==> src/rtl/controle_multiciclo_pkg.sv <==
// Shared encodings for the 8-bit multi-cycle processor control.
// ULA codes, opcodes, FSM states, mux selects and the control bundle.
package controle_multiciclo_pkg;

  localparam int LARGURA_OP_PAD  = 4;
  localparam int LARGURA_EST_PAD = 4;

  localparam logic [1:0] ULA_ADD = 2'b00;
  localparam logic [1:0] ULA_SUB = 2'b01;
  localparam logic [1:0] ULA_AND = 2'b10;
  localparam logic [1:0] ULA_OR  = 2'b11;

  localparam logic [3:0] OP_LW   = 4'b0100;
  localparam logic [3:0] OP_SW   = 4'b0101;
  localparam logic [3:0] OP_BEQ  = 4'b0110;
  localparam logic [3:0] OP_J    = 4'b0111;
  localparam logic [3:0] OP_HALT = 4'b1111;

  localparam logic       FA_PC     = 1'b0;
  localparam logic       FA_REG    = 1'b1;
  localparam logic [1:0] FB_REG    = 2'b00;
  localparam logic [1:0] FB_UM     = 2'b01;
  localparam logic [1:0] FB_IMM    = 2'b10;
  localparam logic [1:0] PC_ULA    = 2'b00;
  localparam logic [1:0] PC_ALUOUT = 2'b01;
  localparam logic [1:0] PC_SALTO  = 2'b10;
  localparam logic       END_PC    = 1'b0;
  localparam logic       END_ALU   = 1'b1;

  typedef enum logic [3:0] {
    INICIO   = 4'd0,
    FETCH    = 4'd1,
    DECODE   = 4'd2,
    EXEC_R   = 4'd3,
    ESCR_R   = 4'd4,
    END_MEM  = 4'd5,
    LER_MEM  = 4'd6,
    ESCR_MEM = 4'd7,
    GRAV_MEM = 4'd8,
    BRANCH   = 4'd9,
    JUMP     = 4'd10,
    HALT     = 4'd11
  } estado_t;

  typedef struct packed {
    logic [1:0] alu_op;
    logic       ula_fonte_a;
    logic [1:0] ula_fonte_b;
    logic [1:0] pc_fonte;
    logic       pc_escreve;
    logic       ir_escreve;
    logic       iord;
    logic       mem_le;
    logic       mem_escreve;
    logic       reg_escreve;
    logic       mem_para_reg;
    logic       parado;
  } ctrl_t;

  function automatic logic eh_tipo_r(input logic [3:0] op);
    return op[3:2] == 2'b00;
  endfunction

  function automatic logic eh_mem(input logic [3:0] op);
    return (op == OP_LW) || (op == OP_SW);
  endfunction

endpackage

==> src/rtl/controle_multiciclo_decodificador_saidas.sv <==
// Combinational state -> control vector decoder.
// Only FETCH and BRANCH look at handshake/flag inputs.
module decodificador_saidas
  import controle_multiciclo_pkg::*;
(
  input  estado_t    est,
  input  logic [1:0] funcao,
  input  logic       zero,
  input  logic       mem_pronto,
  output ctrl_t      ctrl
);

  // Everything defaults to 0; each state raises only its own controls.
  always_comb begin
    ctrl = '0;
    case (est)
      FETCH: begin
        ctrl.mem_le      = 1'b1;
        ctrl.iord        = END_PC;
        ctrl.ula_fonte_a = FA_PC;
        ctrl.ula_fonte_b = FB_UM;
        ctrl.alu_op      = ULA_ADD;
        ctrl.pc_fonte    = PC_ULA;
        ctrl.ir_escreve  = mem_pronto;
        ctrl.pc_escreve  = mem_pronto;
      end
      DECODE: begin
        ctrl.ula_fonte_a = FA_PC;
        ctrl.ula_fonte_b = FB_IMM;
        ctrl.alu_op      = ULA_ADD;
      end
      EXEC_R: begin
        ctrl.ula_fonte_a = FA_REG;
        ctrl.ula_fonte_b = FB_REG;
        ctrl.alu_op      = funcao;
      end
      ESCR_R: begin
        ctrl.reg_escreve  = 1'b1;
        ctrl.mem_para_reg = 1'b0;
      end
      END_MEM: begin
        ctrl.ula_fonte_a = FA_REG;
        ctrl.ula_fonte_b = FB_IMM;
        ctrl.alu_op      = ULA_ADD;
      end
      LER_MEM: begin
        ctrl.mem_le = 1'b1;
        ctrl.iord   = END_ALU;
      end
      ESCR_MEM: begin
        ctrl.reg_escreve  = 1'b1;
        ctrl.mem_para_reg = 1'b1;
      end
      GRAV_MEM: begin
        ctrl.mem_escreve = 1'b1;
        ctrl.iord        = END_ALU;
      end
      BRANCH: begin
        ctrl.ula_fonte_a = FA_REG;
        ctrl.ula_fonte_b = FB_REG;
        ctrl.alu_op      = ULA_SUB;
        ctrl.pc_fonte    = PC_ALUOUT;
        ctrl.pc_escreve  = zero;
      end
      JUMP: begin
        ctrl.pc_fonte   = PC_SALTO;
        ctrl.pc_escreve = 1'b1;
      end
      HALT: begin
        ctrl.parado = 1'b1;
      end
      default: ctrl = '0;
    endcase
  end

endmodule

==> src/rtl/controle_multiciclo.sv <==
// Multi-cycle control FSM: state register plus next-state logic.
// Control outputs come from decodificador_saidas.
module controle_multiciclo
  import controle_multiciclo_pkg::*;
#(
  parameter int LARGURA_OP  = 4,
  parameter int LARGURA_EST = 4
) (
  input  logic                   clock,
  input  logic                   reset,
  input  logic [LARGURA_OP-1:0]  opcode,
  input  logic                   zero,
  input  logic                   mem_pronto,
  output logic [1:0]             alu_op,
  output logic                   ula_fonte_a,
  output logic [1:0]             ula_fonte_b,
  output logic [1:0]             pc_fonte,
  output logic                   pc_escreve,
  output logic                   ir_escreve,
  output logic                   iord,
  output logic                   mem_le,
  output logic                   mem_escreve,
  output logic                   reg_escreve,
  output logic                   mem_para_reg,
  output logic                   parado,
  output logic [LARGURA_EST-1:0] estado
);

  estado_t    est;
  estado_t    prox;
  logic [3:0] op;
  ctrl_t      ctrl;

  assign op = 4'(opcode);

  // State register; reset aborts any instruction in flight.
  always_ff @(posedge clock) begin
    if (reset) est <= INICIO;
    else       est <= prox;
  end

  // Next state: dispatch in DECODE, stall on memory handshake.
  always_comb begin
    prox = est;
    case (est)
      INICIO: prox = FETCH;
      FETCH: if (mem_pronto) prox = DECODE;
      DECODE: begin
        unique case (1'b1)
          eh_tipo_r(op):     prox = EXEC_R;
          eh_mem(op):        prox = END_MEM;
          (op == OP_BEQ):    prox = BRANCH;
          (op == OP_J):      prox = JUMP;
          (op == OP_HALT):   prox = HALT;
          default:           prox = FETCH;
        endcase
      end
      EXEC_R:   prox = ESCR_R;
      ESCR_R:   prox = FETCH;
      END_MEM:  prox = (op == OP_LW) ? LER_MEM : GRAV_MEM;
      LER_MEM:  if (mem_pronto) prox = ESCR_MEM;
      ESCR_MEM: prox = FETCH;
      GRAV_MEM: if (mem_pronto) prox = FETCH;
      BRANCH:   prox = FETCH;
      JUMP:     prox = FETCH;
      HALT:     prox = HALT;
      default:  prox = FETCH;
    endcase
  end

  decodificador_saidas u_dec (
    .est        (est),
    .funcao     (op[1:0]),
    .zero       (zero),
    .mem_pronto (mem_pronto),
    .ctrl       (ctrl)
  );

  assign alu_op       = ctrl.alu_op;
  assign ula_fonte_a  = ctrl.ula_fonte_a;
  assign ula_fonte_b  = ctrl.ula_fonte_b;
  assign pc_fonte     = ctrl.pc_fonte;
  assign pc_escreve   = ctrl.pc_escreve;
  assign ir_escreve   = ctrl.ir_escreve;
  assign iord         = ctrl.iord;
  assign mem_le       = ctrl.mem_le;
  assign mem_escreve  = ctrl.mem_escreve;
  assign reg_escreve  = ctrl.reg_escreve;
  assign mem_para_reg = ctrl.mem_para_reg;
  assign parado       = ctrl.parado;
  assign estado       = LARGURA_EST'(est);

endmodule

==> config.mk <==
export PLATFORM = sky130hd
export DESIGN_NAME = controle_multiciclo
export DESIGN_NICKNAME = d
export VERILOG_FILES = /design/src/rtl/controle_multiciclo_pkg.sv /design/src/rtl/controle_multiciclo_decodificador_saidas.sv /design/src/rtl/controle_multiciclo.sv
export SDC_FILE = /design/constraint.sdc
export NUM_CORES = 1
export LEC_CHECK = 0
export CAP_MARGIN = 20
export CORE_MARGIN = 4
export CORE_UTILIZATION = 37
export CTS_BUF_LIST = sky130_fd_sc_hd__clkbuf_2
export CTS_CLUSTER_DIAMETER = 100
export DETAILED_ROUTE_END_ITERATION = 12
export PLACE_DENSITY = 0.85
export SKIP_LAST_GASP = 1
export SLEW_MARGIN = 20
export SYNTH_ARGS = -nofsm -noshare
export SYNTH_HDL_FRONTEND = slang
export SYNTH_SLANG_ARGS = --single-unit
==> constraint.sdc <==
create_clock -name clock -period 1.6 [get_ports clock]
set_input_delay 0.24 -clock clock [delete_from_list [all_inputs] [get_ports clock]]
set_output_delay 0.24 -clock clock [all_outputs]
set_load 0.05 [all_outputs]
* Word level (Yosys, flattened, before mapping)
Cells that the tools add are included.
** Word-level totals
- Bits in registers :: 4
- Input bits :: 8
- Word-level logic and storage cells :: 39
** Operators by class
- Eq/ne operators :: 19
- Multiplexer cells :: 14
- Reductions and logical operators :: 5
** Operator list (count)
- equality test 4 x 3 -> 1 bit (second input constant) :: 8
- case mux 4 bit (7 select lines) :: 1
- case mux 5 bit (5 select lines) :: 1
- equality test 4 bit (second input constant) :: 5
- case mux 4 bit (5 select lines) :: 1
- two-way mux 4 bit :: 4
- case mux 3 bit (3 select lines) :: 1
- equality test 4 x 2 -> 1 bit (second input constant) :: 2
- inequality test 2 bit (second input constant) :: 3
- two-way mux 1 bit :: 5
- equality test 4 x 1 -> 1 bit (second input constant) :: 1
- case mux 2 bit (2 select lines) :: 1
- OR reduction 2 bit :: 2
- AND reduction 3 bit :: 1
- zero test 2 bit :: 1
- logical OR 1 bit :: 1

* Logic depth before layout (Yosys ltp)
Gate-level depths: netlist (run 1).
- Word-level depth :: 4
- Mapped depth :: 6

* Cells and area by module
A second synthesis (run 1) with hierarchy kept.
** Second synthesis, totals
- Cells, all modules :: 82
- Area total of the unflattened synthesis :: 633.1 um^2
** Modules (own cells, without submodules)
- controle_multiciclo :: times used 1, cells an instance 43, area an instance 364.1 um^2, seq. area each 80.1 um^2
- decodificador_saidas :: times used 1, cells an instance 39, area an instance 269.0 um^2, seq. area each 0.0 um^2

* Worst setup path after synthesis (run 1)
OpenSTA, ideal clock, no wires.
- Kind :: reg2out
- Start point :: reg est[2], in the netlist estado[2]
- End point :: out reg_escreve
- Arrival :: 2649 ps
- Required time :: 1360 ps
- Slack :: -1289 ps
- Cell stages (with the launch flop) :: 5
- Path buffers :: 2
- Cell sequence :: dfxtp_1 buf_6 buf_2 inv_1 nor4_1
** On the way
- Cells in the longest elaborated chain, start to end :: 2
** RTL lines
- start, declared :: RTL line controle_multiciclo.sv:29 : estado_t est;
- start signal, assigned :: RTL line controle_multiciclo.sv:39 : else est <= prox;
- equality test 4 x 3 -> 1 bit :: RTL line controle_multiciclo_decodificador_saidas.sv:16 : case (est)
- case mux 2 bit (2 select lines) * :: RTL line controle_multiciclo_decodificador_saidas.sv:16
- end, declared :: RTL line controle_multiciclo.sv:23 : output logic reg_escreve,
Every way passes the cells marked *; elsewhere a longest branch is shown, timed or not.

* Final worst setup path (run 1)
- Start point :: reg est[1], in the netlist estado[1]
- End point :: out iord
** On the way
- Cells in the longest elaborated chain, start to end :: 3
** RTL lines
- equality test 4 x 3 -> 1 bit / equality test 4 bit (equally long branches) :: RTL line controle_multiciclo_decodificador_saidas.sv:16
- OR reduction 2 bit (no source line) *
- two-way mux 1 bit * :: RTL line controle_multiciclo_decodificador_saidas.sv:16
- end, declared :: RTL line controle_multiciclo.sv:20 : output logic iord,
Marked as above.

==> impl_metrics.py, run 1 <==
metrics = {
    "finish": {
        "final_cell_area_mm2": 0.001400,
        "largest_reg_flops": 4,
        "regArea_um2": 95.09,
        "multi_input_area_um2": 578.1,
        "area_growth_pct": 139.1,
        "n_antenna_cell": 0,
        "final_core_util_pct": 92.94,
        "fin_nets": 141,
        "nFillCells": 46,
        "drive_gt1_share_pct": 63.64,
    },
    "placement": {
        "dp_slack_ns": -0.1172,
        "place.gp.congestion": 0.9073,
        "numPortBuffers": 26,
        "dp_hpwl_um": 1609,
        "placed_cell_area_mm2": 0.001194,
    },
    "routing": {
        "final_antenna_net_count": 0,
        "routedWlPerCell_um": 21.50,
        "drtPass1Iterations": 4,
        "drc_errors": 0,
        "drt_iter0_markers": 63,
        "vias": 939,
        "drt-vias-per-instance": 6.345,
        "routed_wl_um": 3182,
    },
    "synthesis": {
        "syn_area_per_cell_um2": 7.055,
        "syn_area_um2": 585.6,
        "async_flop_share_pct": 0,
        "yosys-top-cells-count": "10 x nor2_1, 8 x a21oi_1, 6 x nand2_1, 6 x nor3_1",
        "synth_seq_cells": 4,
        "yosysSeqAreaShare_pct": 13.68,
        "yosys.area.top_type": "dfxtp_1",
        "yosysMostFrequentCell": "nor2_1",
        "yosysWarnings": 0,
        "synth_cell_types": 39,
        "yosys-top-cells-area": "dfxtp_1 14%, a21oi_1 6.8%, nor2_1 6.4%",
        "synth_top_area_share_pct": 13.68,
        "synth-edff-count": 0,
        "syn_nets": 91,
        "synth_ff_type": "dfxtp_1",
        "syn_inst": 83,
    },
    "power": {
        "p_per_area_mw_per_mm2": 485.8,
        "ir_worst_vdd_mv": 0.3806,
        "power_leakage_nw": 0.5612,
    },
    "clocking": {
        "cts_root_buf": "clkbuf_2",
        "cts.path.max_buffers": 2,
        "clk_pin_slew_ns": 0.08,
        "cts_sinks": 4,
        "insertion_delay_ns": 0.25,
        "cts_tree": "built",
        "cts_made_buffers": 3,
        "htreeDepth": 1,
    },
    "sta": {
        "rsz0062_at_grt": "true",
        "fin_skew_ns": 0.01687,
        "period_minus_slack_ns": 1.692,
        "worstMarginPinSlew_ns": 0.2792,
        "holdWs_ns": 0.4823,
        "post-route-period-util_pct": 105.7,
        "hold_violations": 0,
        "setup_violations": 10,
        "max_slew_margin_pct": 81.25,
        "fin_tns_setup_ns": -0.4953,
        "fmaxAchievable_mhz": 591.0,
        "postLayoutSetupSlackWorst_ns": -0.09192,
        "report.final.slew_viol_count": 0,
    },
    "global_route": {
        "antenna_found_initial": 0,
        "grt_pass1_wl_um": 4429,
        "grt_usage_pct": 28.90,
        "overflow": 0,
        "grt_max_degree": 12,
        "grt_pass1_vias": 844,
    },
    "flow_run": {
        "cap_viol_max_count": 0,
    },
    "critical_path": {
        "setup.worst_path.end_class": "output port",
        "cp.required_ns": 1.36,
        "critPathKind": "flop to output port",
        "startpoint_type": "flop",
        "worstPathArrival_ns": 1.45,
        "critPathMaxFanout": 11,
    },
    "floorplan": {
        "coreArea_mm2": 0.001506,
        "die_x_um": 47.78,
        "ioPinCount": 27,
        "start_util_pct": 38.87,
        "die_h_um": 47.78,
        "rows": 14,
        "dieArea_mm2": 0.002283,
    },
    "run_status": {
        "status": "finished with violations",
        "violations": "setup timing",
    },
    "min_path": {
        "hp-class": "primary input to flop",
    },
}
[area by class of cell]
type	count	area share, %
Tap cell	16	1.430
Timing Repair Buffer	52	47.72
Sequential cell	4	6.792
Inverter	4	1.340
Clock buffer	4	1.430
Multi-Input combinational cell	68	41.29
[per-stage QoR]
step | std cells | power (mW)
final | 148 | 0.6802
after global routing | 148 | 0.7022
after CTS | 145 | 0.6354
after detailed placement | 130 | 0.4753
after global placement | 130 | 0.4682
after floorplan | 83 | 0.3203
[worst paths after layout]
path                            slack, ns                    from                     end  cells past startpoint
worst min-delay path                 0.48              mem_pronto  estado[0]$_SDFFE_PP0P_                      4
worst min register to register       0.72  estado[3]$_SDFFE_PP0P_  estado[3]$_SDFFE_PP0P_                      3
worst max-delay path                -0.09  estado[1]$_SDFFE_PP0P_                    iord                      4
worst max register to register       0.06  estado[2]$_SDFFE_PP0P_  estado[3]$_SDFFE_PP0P_                      6
[cell families (layout without fill, tap and decap cells)]
| logic type | count (synthesis) | after routing | synth area share (%) |
|---|---|---|---|
| simple gates | 47 | 47 | 49.15 |
| compound gates | 21 | 21 | 26.07 |
| buf+inv | 11 | 60 | 11.11 |
| flops | 4 | 4 | 13.68 |
[layer usage]
metal / vias up / track usage, % / wire [um]
met3: 22 / 4.135 / 211
met5: - / 0 / 0
met2: 72 / 50.66 / 1520
li1: 399 / - / -
met1: 446 / 33.92 / 1307
met4: 0 / 13.98 / 143
[critical path: stages (launching register included)]
cell	delay (ns)
dfxtp_4	0.39
nand2b_4	0.17
or3_4	0.37
nand2_2	0.11
buf_12	0.14
[report_power, final]
part	internal [mW]	switching, mW	total (mW)
Combinational	0.209	0.223	0.432
Sequential	0.103	0.0128	0.115
Clock	0.0661	0.0665	0.133
[layout by cell type, fill, tap and decap left out, drive strengths merged, types with 2 or more instances in the layout]
master,Yosys,routed
nand2b,2,2
nand2,6,6
or3b,2,2
nor4,3,3
nor2,10,10
o22ai,2,2
nor3b,2,2
buf,7,45
inv,4,3
o21ai,3,3
or3,2,2
clkdlybuf4s50,0,6
dfxtp,4,4
a21oi,9,9
clkbuf,0,4
nor2b,4,4
nor3,7,7
[what timing repair did]
| action | CTS | global route |
|---|---|---|
| endpoints found under the hold margin | 0 | 0 |
| resized for setup | 8 | 10 |
| hold buffers | 0 | 0 |
| pin swaps | 3 | 6 |
| setup buffers | 11 | 3 |
| setup endpoints to repair | 13 | 12 |
Note: power is estimated with default switching activity, not from simulation.
==> inputs of run 2 (changes only) <==
- CORE_MARGIN: 4 -> not set
==> run 2 against run 1 <==
The run now fails in 5_1_grt; synthesized cell count stayed put; area after synthesis stayed put.
==> impl_metrics.py, run 2 <==
metrics = {
    "clocking": {
        "cts.path.max_buffers": 2,
        "cts_sinks": 4,
        "htreeDepth": 1,
        "cts_made_buffers": 3,
        "cts_root_buf": "clkbuf_2",
        "cts_hold_buffers": 0,
    },
    "synthesis": {
        "synth_ff_type": "dfxtp_1",
        "syn_area_per_cell_um2": 7.055,
        "synth_cell_types": 39,
        "yosysMostFrequentCell": "nor2_1",
        "syn_area_um2": 585.6,
        "yosysSeqAreaShare_pct": 13.68,
        "yosys-top-cells-count": "10 x nor2_1, 8 x a21oi_1, 6 x nand2_1, 6 x nor3_1",
        "async_flop_share_pct": 0,
        "synth-edff-count": 0,
        "yosys.area.top_type": "dfxtp_1",
        "syn_inst": 83,
        "synth_top_area_share_pct": 13.68,
        "syn_nets": 91,
        "yosysWarnings": 0,
        "synth_seq_cells": 4,
        "yosys-top-cells-area": "dfxtp_1 14%, a21oi_1 6.8%, nor2_1 6.4%",
    },
    "floorplan": {
        "die_h_um": 41.78,
        "die_x_um": 41.78,
        "rows": 13,
        "start_util_pct": 42.35,
        "ioPinCount": 27,
    },
    "placement": {
        "numPortBuffers": 26,
        "dp_hpwl_um": 1481,
        "place.gp.congestion": 0.8897,
    },
    "global_route": {
        "grt_max_degree": 12,
    },
    "sta": {
        "grt-worst-endpoint": "ula_fonte_b[1]",
        "worstEpCategory": "output port",
    },
    "run_status": {
        "failed_stage": "5_1_grt",
        "tool.error": "[ERROR DPL-0038] Utilization greater than 100%, impossible to legalize",
        "status": "stopped before the end",
    },
}
run 2: cell counts after synthesis:
No cell type changed its count.
run 2: cells by family after synthesis:
logic type	share of synthesized area, %
flops	13.68
compound gates	26.07
buf+inv	11.11
simple gates	49.15
run 2: repair_timing:
action                     4_1_cts
pin swaps                        3
setup endpoints to repair       13
buffers inserted                13
resized for setup                9
run 2: through the flow:
| stage | util, % | cells | instance area [um2] | hold slack, ns | setup slack [ns] |
|---|---|---|---|---|---|
| floorplan | - | 83 | 685.7 | 0.3004 | -0.2889 |
| global placement | 85.16 | 127 | 1177 | 0.6586 | -0.08282 |
| detailed placement | 85.16 | 127 | 1177 | 0.6731 | -0.1467 |
| CTS | 96.29 | 144 | 1331 | 0.7360 | -0.03486 |
==> inputs of run 3 (changes only) <==
- CORE_AREA: not set -> 2 2 63 65
- CORE_UTILIZATION: 37 -> not set
- CTS_BUF_LIST: sky130_fd_sc_hd__clkbuf_2 -> not set
- CTS_CLUSTER_DIAMETER: 100 -> not set
- DIE_AREA: not set -> 0 0 65 67
- PLACE_DENSITY: 0.85 -> not set
- PLACE_DENSITY_LB_ADDON: not set -> 0.15
==> run 3 against run 2 <==
The flow now finishes, with violations (setup timing).
==> impl_metrics.py, run 3 (synthesis results as in run 1) <==
metrics = {
    "global_route": {
        "overflow": 0,
        "grt_pass1_wl_um": 3732,
        "grt_pass1_vias": 770,
        "grt_usage_pct": 11.24,
        "grt_max_degree": 14,
        "antenna_found_initial": 0,
    },
    "power": {
        "intPower_uw": 479.8,
        "seqPwrFrac_pct": 15.2,
        "power_leakage_nw": 0.5438,
        "p_per_area_mw_per_mm2": 534.0,
        "comb_power_share_pct": 54.0,
        "clkPwrFrac_pct": 30.8,
        "p_switching_uw": 274.5,
        "ir_worst_vdd_mv": 0.1752,
        "swShare_pct": 36.39,
    },
    "critical_path": {
        "startpoint_type": "flop",
        "critPathMaxFanout": 6,
        "critPathKind": "flop to output port",
        "slowest_stage": "or3_1",
        "worstPathArrival_ns": 1.40,
        "slowest_delay_ns": 0.43,
        "worst_r2r_path_depth": 6,
        "setup.worst_path.end_class": "output port",
        "cp.required_ns": 1.36,
        "cp_cell_sequence": "buf_4 -> or3_1 -> nand2_2 -> buf_12",
        "ff2ff_setup_slack_ns": 0.07,
    },
    "clocking": {
        "cts_root_buf": "clkbuf_8",
        "cts_tree": "built",
        "cts_made_buffers": 3,
        "htreeDepth": 1,
        "cts.path.max_buffers": 2,
        "cts_sinks": 4,
        "clk_pin_slew_ns": 0.04,
        "insertion_delay_ns": 0.22,
        "cts_hold_buffers": 0,
    },
    "routing": {
        "drc_errors": 0,
        "drt_iter0_markers": 33,
        "routedWlPerCell_um": 13.15,
        "routed_wl_um": 2353,
        "drt-vias-per-instance": 4.508,
        "vias": 807,
        "drtPass1Iterations": 4,
        "final_antenna_net_count": 0,
    },
    "placement": {
        "numPortBuffers": 26,
        "place.gp.congestion": 0.8353,
        "dp_hpwl_um": 1643,
    },
    "min_path": {
        "hold_depth": 2,
        "hp-class": "flop to flop",
    },
    "sta": {
        "rsz0062_at_grt": "true",
        "postLayoutSetupSlackWorst_ns": -0.04130,
        "holdWs_ns": 0.5888,
        "max_slew_margin_pct": 81.91,
        "setup_violations": 5,
        "report.final.slew_viol_count": 0,
        "worstMarginPinSlew_ns": 0.2694,
        "fmaxAchievable_mhz": 609.3,
        "period_minus_slack_ns": 1.641,
        "fin_skew_ns": 0.007707,
        "post-route-period-util_pct": 102.6,
        "hold_violations": 0,
        "fin_tns_setup_ns": -0.1280,
    },
    "floorplan": {
        "coreArea_mm2": 0.003606,
        "dieArea_mm2": 0.004355,
        "die_x_um": 65,
        "start_util_pct": 16.24,
        "die_h_um": 67,
        "rows": 22,
        "ioPinCount": 27,
    },
    "finish": {
        "fin_nets": 140,
        "largest_reg_flops": 4,
        "final_cell_mix": "25 x buf_4, 19 x buf_12, 7 x clkdlybuf4s50_1",
        "area_growth_pct": 141.2,
        "final_common_cell": "buf_4",
        "n_antenna_cell": 0,
        "drive_gt1_share_pct": 61.83,
    },
    "flow_run": {
        "cap_viol_max_count": 0,
    },
    "run_status": {
        "violations": "setup timing",
        "status": "finished with violations",
    },
}
==> run 3: worst paths after layout <==
kind,to,start
min reg2reg,estado[2]$_SDFFE_PP0P_,estado[2]$_SDFFE_PP0P_
max reg2reg,estado[3]$_SDFFE_PP0P_,estado[0]$_SDFFE_PP0P_
max,iord,estado[0]$_SDFFE_PP0P_
min,estado[2]$_SDFFE_PP0P_,estado[2]$_SDFFE_PP0P_
==> run 3: final cells by class <==
type	instances	area, um2
Fill cell	363	2193
Timing Repair Buffer	51	638.1
Multi-Input combinational cell	68	555.5
Sequential cell	4	95.09
Tap cell	48	60.06
Clock buffer	4	45.04
Inverter	4	18.77
==> run 3: per-layer routing <==
metal  up-vias  share of wire (%)  track usage [%]
li1        400                  -                -
met4         0                  0            2.394
met2        24                 50            18.69
met5         -                  0                0
met3         0                6.5            3.885
met1       383                 43            13.97
==> run 3: stage by stage <==
| step | area [um2] | utilization, % | setup WS [ns] | power [mW] | cells |
|---|---|---|---|---|---|
| floorplan | 685.7 | - | -0.2889 | 0.3203 | 83 |
| global placement | 1249 | 34.63 | -0.1084 | 0.4830 | 164 |
| detailed placement | 1249 | 34.63 | -0.1196 | 0.4829 | 164 |
| CTS | 1375 | 38.13 | -0.04845 | 0.7465 | 177 |
| global route | 1413 | 39.17 | -0.09646 | 0.7980 | 179 |
| finish | 1413 | 39.17 | -0.04130 | 0.7543 | 179 |
==> run 3: critical path, delay by kind of cell (launching register included) <==
kind	cells	cell delay (ns)
flip-flops	1	0.35
AND/OR/NAND/NOR	2	0.54
buffers and inverters	2	0.29
==> run 3: what timing repair did <==
action | 4_1_cts | 5_1_grt
resized for setup | 5 | 4
pin swaps | 0 | 3
buffers inserted | 9 | 2
endpoints found under the setup margin | 11 | 12
==> run 3: power groups by stage <==
stage	Combinational [mW]	Sequential [mW]	Clock, mW
finish	0.407	0.115	0.232
global route	0.428	0.117	0.253
CTS	0.397	0.114	0.235
detailed placement	0.354	0.129	0
global placement	0.354	0.129	0
floorplan	0.191	0.130	0
